[src/rtl/clock_mux_sel_ctrl.sv]
// Select-bus sequencer for clock_mux_synth: validates switch requests and runs
// gate-off / switch / settle / gate-on so the select only moves while the gate is closed.
module clock_mux_sel_ctrl #(
  parameter int NUM_CLOCKS    = 4,
  parameter int NUM_CLOCK_SEL = 2,
  parameter int GATE_WAIT     = 8,
  parameter int SETTLE_WAIT   = 16,
  parameter int RESET_SEL     = 0
) (
  input  logic                     clk,
  input  logic                     rst_n,
  input  logic                     sel_req,
  input  logic [NUM_CLOCK_SEL-1:0] sel_req_id,
  input  logic [NUM_CLOCKS-1:0]    clk_valid,
  output logic [NUM_CLOCK_SEL-1:0] clk_sel,
  output logic                     clk_gate_en,
  output logic                     busy,
  output logic                     sel_ack,
  output logic                     sel_err
);

  localparam int MAX_WAIT = (GATE_WAIT > SETTLE_WAIT) ? GATE_WAIT : SETTLE_WAIT;
  localparam int CW       = (MAX_WAIT > 1) ? $clog2(MAX_WAIT) : 1;
  localparam int PADW     = 1 << NUM_CLOCK_SEL;

  localparam logic [CW-1:0]            GATE_LOAD   = CW'(GATE_WAIT - 1);
  localparam logic [CW-1:0]            SETTLE_LOAD = CW'(SETTLE_WAIT - 1);
  localparam logic [NUM_CLOCK_SEL-1:0] RST_SEL     = NUM_CLOCK_SEL'(RESET_SEL);

  typedef enum logic [1:0] {
    IDLE,
    GATE_OFF,
    SETTLE,
    GATE_ON
  } state_t;

  state_t                   state, state_n;
  logic [CW-1:0]            cnt, cnt_n;
  logic [NUM_CLOCK_SEL-1:0] target, target_n;
  logic [NUM_CLOCK_SEL-1:0] prev_sel, prev_sel_n;
  logic                     aborted, aborted_n;
  logic                     boot, boot_n;
  logic [NUM_CLOCK_SEL-1:0] clk_sel_n;
  logic                     clk_gate_en_n, busy_n, sel_ack_n, sel_err_n;

  // Status padded to the full select range so out-of-range ids read as invalid.
  logic [PADW-1:0] valid_pad;
  logic            req_ok;
  logic            target_lost;

  always_comb begin
    valid_pad                 = '0;
    valid_pad[NUM_CLOCKS-1:0] = clk_valid;
  end

  assign req_ok      = (32'(sel_req_id) < NUM_CLOCKS) && valid_pad[sel_req_id];
  // The boot sequence and an already-aborted sequence never abort again.
  assign target_lost = !aborted && !boot && !valid_pad[target];

  always_comb begin
    state_n       = state;
    cnt_n         = cnt;
    target_n      = target;
    prev_sel_n    = prev_sel;
    aborted_n     = aborted;
    boot_n        = boot;
    clk_sel_n     = clk_sel;
    clk_gate_en_n = clk_gate_en;
    busy_n        = busy;
    sel_ack_n     = 1'b0;
    sel_err_n     = 1'b0;

    unique case (state)
      IDLE: begin
        if (sel_req) begin
          if (!req_ok) begin
            sel_err_n = 1'b1;
          end else if (sel_req_id == clk_sel) begin
            sel_ack_n = 1'b1;
          end else begin
            target_n      = sel_req_id;
            prev_sel_n    = clk_sel;
            aborted_n     = 1'b0;
            clk_gate_en_n = 1'b0;
            busy_n        = 1'b1;
            cnt_n         = GATE_LOAD;
            state_n       = GATE_OFF;
          end
        end
      end

      GATE_OFF, SETTLE: begin
        if (target_lost) begin
          // Fall back to the previous source and give it a full settle period.
          clk_sel_n = prev_sel;
          target_n  = prev_sel;
          aborted_n = 1'b1;
          cnt_n     = SETTLE_LOAD;
          state_n   = SETTLE;
        end else if (cnt != '0) begin
          cnt_n = cnt - CW'(1);
        end else if (state == GATE_OFF) begin
          clk_sel_n = target;
          cnt_n     = SETTLE_LOAD;
          state_n   = SETTLE;
        end else begin
          clk_gate_en_n = 1'b1;
          busy_n        = 1'b0;
          sel_ack_n     = !boot && !aborted;
          sel_err_n     = !boot && aborted;
          state_n       = GATE_ON;
        end
      end

      GATE_ON: begin
        boot_n    = 1'b0;
        aborted_n = 1'b0;
        state_n   = IDLE;
      end

      default: state_n = IDLE;
    endcase
  end

  always_ff @(posedge clk) begin
    if (!rst_n) begin
      state       <= SETTLE;
      cnt         <= SETTLE_LOAD;
      target      <= RST_SEL;
      prev_sel    <= RST_SEL;
      aborted     <= 1'b0;
      boot        <= 1'b1;
      clk_sel     <= RST_SEL;
      clk_gate_en <= 1'b0;
      busy        <= 1'b1;
      sel_ack     <= 1'b0;
      sel_err     <= 1'b0;
    end else begin
      state       <= state_n;
      cnt         <= cnt_n;
      target      <= target_n;
      prev_sel    <= prev_sel_n;
      aborted     <= aborted_n;
      boot        <= boot_n;
      clk_sel     <= clk_sel_n;
      clk_gate_en <= clk_gate_en_n;
      busy        <= busy_n;
      sel_ack     <= sel_ack_n;
      sel_err     <= sel_err_n;
    end
  end

endmodule

[config.mk]
export PLATFORM = sky130hd
export DESIGN_NAME = clock_mux_sel_ctrl
export DESIGN_NICKNAME = d
export VERILOG_FILES = /design/src/rtl/clock_mux_sel_ctrl.sv
export SDC_FILE = /design/constraint.sdc
export NUM_CORES = 1
export LEC_CHECK = 0
export ABC_AREA = 0
export CAP_MARGIN = 20
export CORE_UTILIZATION = 45
export DETAILED_ROUTE_END_ITERATION = 8
export GPL_TIMING_DRIVEN = 1
export PLACE_DENSITY = 0.73
export SLEW_MARGIN = 25
export SYNTH_ARGS = -nofsm -noshare
export SYNTH_HDL_FRONTEND = slang
export SYNTH_SLANG_ARGS = --single-unit
export TNS_END_PERCENT = 20
[constraint.sdc]
create_clock -name clk -period 2.2 [get_ports clk]
set_input_delay 0.44 -clock clk [delete_from_list [all_inputs] [get_ports clk]]
set_output_delay 0.44 -clock clk [all_outputs]
set_load 0.01 [all_outputs]
==> Word-level counts from Yosys, hierarchy flattened <==
Cells that the tools add are included.
{ "totals": {"reg_bits": 18, "output_inout_bits": 6, "wordCells": 102} }
{ "classes": {"n_addsub": 1, "n_lt_le_gt_ge": 2, "n_eq_ne": 14, "mux": 55, "bitwise_logic": 1, "reduce_logical": 18} }
{ "ops": {"columns": ["cell", "n"], "rows": [
  ["$mux 1", 27],
  ["$mux 2", 12],
  ["$mux 4", 6],
  ["$ne 2x2->1 const B", 8],
  ["$reduce_and 4->1", 3],
  ["$reduce_and 5->1", 2],
  ["$pmux 1 s2", 4],
  ["$pmux 4 s2", 1],
  ["$reduce_and 7->1", 1],
  ["$lt 2x3->1 const B", 2],
  ["$pmux 2 s3", 1],
  ["$bmux 1 s2", 2],
  ["$eq 2x2->1 const B", 2],
  ["$ne 4x4->1 const B", 1],
  ["$pmux 2 s2", 1],
  ["$reduce_bool 2->1", 2],
  ["$reduce_bool 4->1", 1],
  ["$sub 4x1->4 const B", 1],
  ["$logic_and 1x1->1", 3],
  ["$logic_not 1->1", 3],
  ["$ne 3x3->1 const B", 1],
  ["$pmux 1 s3", 1],
  ["$reduce_and 3->1", 1],
  ["$eq 2x1->1 const B", 1],
  ["other kinds (4)", 4]
]} }

==> Logic depth before layout (Yosys ltp) <==
{ "depth": {"word_depth": 6, "depth_mapped": 7, "ltp_nobuf": 7} }

==> Worst setup path after synthesis <==
No wires, ideal clock.
{ "synth_path": {"path_kind": "in2reg", "from": "input sel_req_id[0]", "to": "register cnt[2]", "arrival_ps": 1830, "required_time_ps": 2080, "setup_slack_ps": 250, "stages": 5, "cell_sequence": "mux4_2 > o211ai_2 > and2_4 > or4b_1 > a211o_1"} }
{ "synth_via": {"elab_chain_cells": 4, "word_cells_on_any_way": 6} }
{ "synth_rtl": {"columns": ["item", "line", "rtl"], "rows": [
  ["from (decl)", "13", "input logic [NUM_CLOCK_SEL-1:0] sel_req_id,"],
  ["$bmux 1 s2", "56", "assign req_ok = (32'(sel_req_id) < NUM_CLOCKS) && valid_pad[sel_req_id];"],
  ["$mux 1 (not written as such)", "56", null],
  ["$ne 2x2->1 (no line)", null, null],
  ["$reduce_and 5->1 (no line) (*)", null, null],
  ["to (signal assigned)", "140", "cnt <= cnt_n;"],
  ["to (decl)", "38", "logic [CW-1:0] cnt, cnt_n;"]
]} }
Mark *: on every way between the ends. The rest lies on a longest branch, timed or not. The select of a mux whose other input is x is not followed.
A chain may end at the register's enable or synchronous reset.

==> Final worst setup path <==
Same ends and word-level chain as after synthesis.

==> out/metrics.cfg <==
[outcome]
status = completed

[logic_synthesis]
synth_top_area_share_pct = 35.3
synth_area_leader_cell = dfxtp_1
yosysWarnings = 0
synth_edf_count = 0
syn_inst = 117
avgSynthCellArea_um2 = 8.72
synth-seq-cells = 18
syn_area_mm2 = 0.00102
ys.flop_type = dfxtp_1
synth.area.top_cells = dfxtp_1, mux2i_1, ha_1, nor2_1, nand2_1
synthArstFlopShare_pct = 0
syn-num-nets = 132
synth.most_common_cell = dfxtp_1
ys_seq_area_share_pct = 35.3
synth_cell_types = 34
synth_common_cells = dfxtp_1, nor2_1, mux2i_1, nand2_1

[power_and_ir_drop]
ir_worst_vdd_mv = 0.599
seq_power_share_pct = 35.6
p_comb_share_pct = 48.0
switching_share_pct = 38.5
p_per_area_mw_per_mm2 = 981
pwr-share-clk_pct = 16.5
p_total_mw = 1.30
p_switching_mw = 0.501
p_leak_nw = 0.577
internal_power_mw = 0.801

[cts]
cts_buffer_depth = 2
clk_latency_ns = 0.30
ctsResizeCount = 0
clk_pin_slew_worst_paths_ns = 0.12
clock-sinks = 18
root_buffer = clkbuf_4
cts_buffers = 3
htree_levels = 1
postCtsSetupRepairBufs = 0
hold_buffers = 0
cts_tree = yes

[worst_setup_path]
path_cells = clkdlybuf4s50_1 -> mux4_2 -> o211ai_2 -> and2_4 -> or4b_1 -> a211o_1
worst_setup_path_end_kind = register
r2r-start = state[0]
reg2regPathDepth = 7
start_kind = input port
critical_path_class = in2reg
cp_slowest_cell = or4b_1
critical_path_arrival_ns = 2.35
critPathMaxStageDelay_ns = 0.49
worst-r2r-setup-slack_ns = 0.27
r2r-end = busy
cp_num_cells = 6
cp_max_fo = 3
crit_family = simple AND/OR/NAND/NOR gates
worstPathRequired_ns = 2.41
cp.buffers_inverters = 1

[global_routing]
grt_overflow = 0
grtUsageMet1_pct = 30.0
top_usage_layer = met2
grtUsageTotal_pct = 21.2
grt_pass1_vias = 877
grt_first_pass_wirelength_um = 3910
antenna_found_initial = 0
met3_usage_pct = 6.48
grt_max_degree = 12
grt_use_met2_pct = 31.3

[place]
place_congestion = 0.862
dpl.hpwl_um = 1850
port_buffers = 14
pre_cts_slack_ns = -0.259
place_area_mm2 = 0.00129

[hold_path]
hold_class = reg2reg
worstHoldStart = clk_gate_en
hold_end = clk_gate_en
min_path_cells = 2

[sta]
rsz0062_at_grt = no
skew_ns = 0.00841
fin_ws_ns = 0.0615
slew_headroom_pct = 71.5
tightest_slew_ns = 0.417
hold_viol_final = 0
slew_viol_final = 0
finalSetupViolCount = 0
finalCritPeriodShare_pct = 97.2
fmax_mhz = 468
min_period_ns = 2.14

[cells_and_area]
diodes = 0
fin_nets = 162
fin_util_pct = 65.0
drive_gt1_share_pct = 15.1
syn2layout_area_growth_pct = 30.1
final_cell_area_mm2 = 0.00133

[routing]
via_per_inst = 5.57
num_vias = 963
totalWireLength_um = 2430
post_drt_wl_per_cell_um = 14.1
dr.pass1.iters = 4
drt_iter0_markers = 26
antenna_left = 0
drc = 0

[floorplanning]
core_area_mm2 = 0.00204
io_pins = 15
die_w_um = 49.6
start_util_pct = 49.9
die_h_um = 49.6
dieArea_mm2 = 0.00246
row_count = 16

[flow_run]
drv_cap = 0

tightest hold or removal path: cells and delay by family, from the launching register on:
kind	cells	cell delay [ns]
AO/OA/AOI/OAI	2	0.13
flip-flops	1	0.33
power groups by stage:
stage / logic (mW) / clock network, mW / registers, mW
6_report: 0.624 / 0.214 / 0.463
3_3_place_gp: 0.600 / 0 / 0.466
5_1_grt: 0.697 / 0.233 / 0.475
3_5_place_dp: 0.616 / 0 / 0.469
4_1_cts: 0.620 / 0.220 / 0.462
2_1_floorplan: 0.397 / 0 / 0.458
final cells by class:
cell class / instances / area (um2)
clock buffers: 4 / 36.3
flip-flops and latches: 18 / 360
multi-input cells: 88 / 617
fillers: 207 / 716
well taps: 27 / 33.8
inverters: 7 / 26.3
repair buffers: 29 / 253
how the worst max path moves through the flow:
stage	startpoint	to	slack, ns
6_report	sel_req_id[0]	cnt[2]	0.06
5_1_grt	sel_req_id[0]	cnt[1]	0.003
4_1_cts	sel_req_id[0]	cnt[2]	0.06
3_5_place_dp	sel_req_id[0]	cnt[2]	-0.26
3_3_place_gp	sel_req_id[0]	cnt[2]	-0.24
2_1_floorplan	sel_req_id[0]	cnt[2]	0.25
registers in the layout (all words and copies together) (netlist names), 2 cells and up:
name	flops
state	2
target	2
clk_sel	2
cnt	4
prev_sel	2
metrics by stage:
stage	std cells	hold slack, ns	setup TNS, ns
2_1_floorplan	117	0.486	0
3_3_place_gp	169	0.468	-1.43
3_5_place_dp	169	0.477	-1.66
4_1_cts	173	0.500	0
5_1_grt	173	0.533	0
6_report	173	0.496	0
cells in the final DEF (no fill, tap or decap), types with 2 or more instances in the layout:
cell             Yosys  routed
nor2_1              14      14
a22oi_1              3       3
xor2_1               2       2
mux2i_1             10      10
nor3_1               3       3
o21bai_1             2       2
nand2b_1             2       2
nor3b_1              3       3
ha_1                 6       6
nand2_1             10      10
dfxtp_1             18      18
clkdlybuf4s50_1      0      14
clkbuf_4             0       3
o21ai_0              7       7
inv_1                7       7
a211oi_1             4       4
a31oi_1              3       3
buf_4                0      15
a21oi_1              3       3
routing by layer:
metal  vias to the layer above  part of all wire, %
met3                         2                  5.2
met5                         -                    0
met1                       448                   50
met4                         0                 0.78
li1                        482                    -
met2                        31                   44
cell families (layout without fill, tap and decap cells):
logic type | after synthesis | after routing | synth area share (%)
and+or+nand+nor | 39 | 39 | 19.0
muxes | 11 | 11 | 12.0
DFF | 18 | 18 | 35.3
xor gates and xnor gates | 2 | 2 | 1.72
AOI/OAI and AO/OA | 30 | 30 | 20.4
buffers and inverters | 11 | 40 | 4.17
adders and majority gates | 6 | 6 | 7.36
Power figures use the tool's default switching activity.
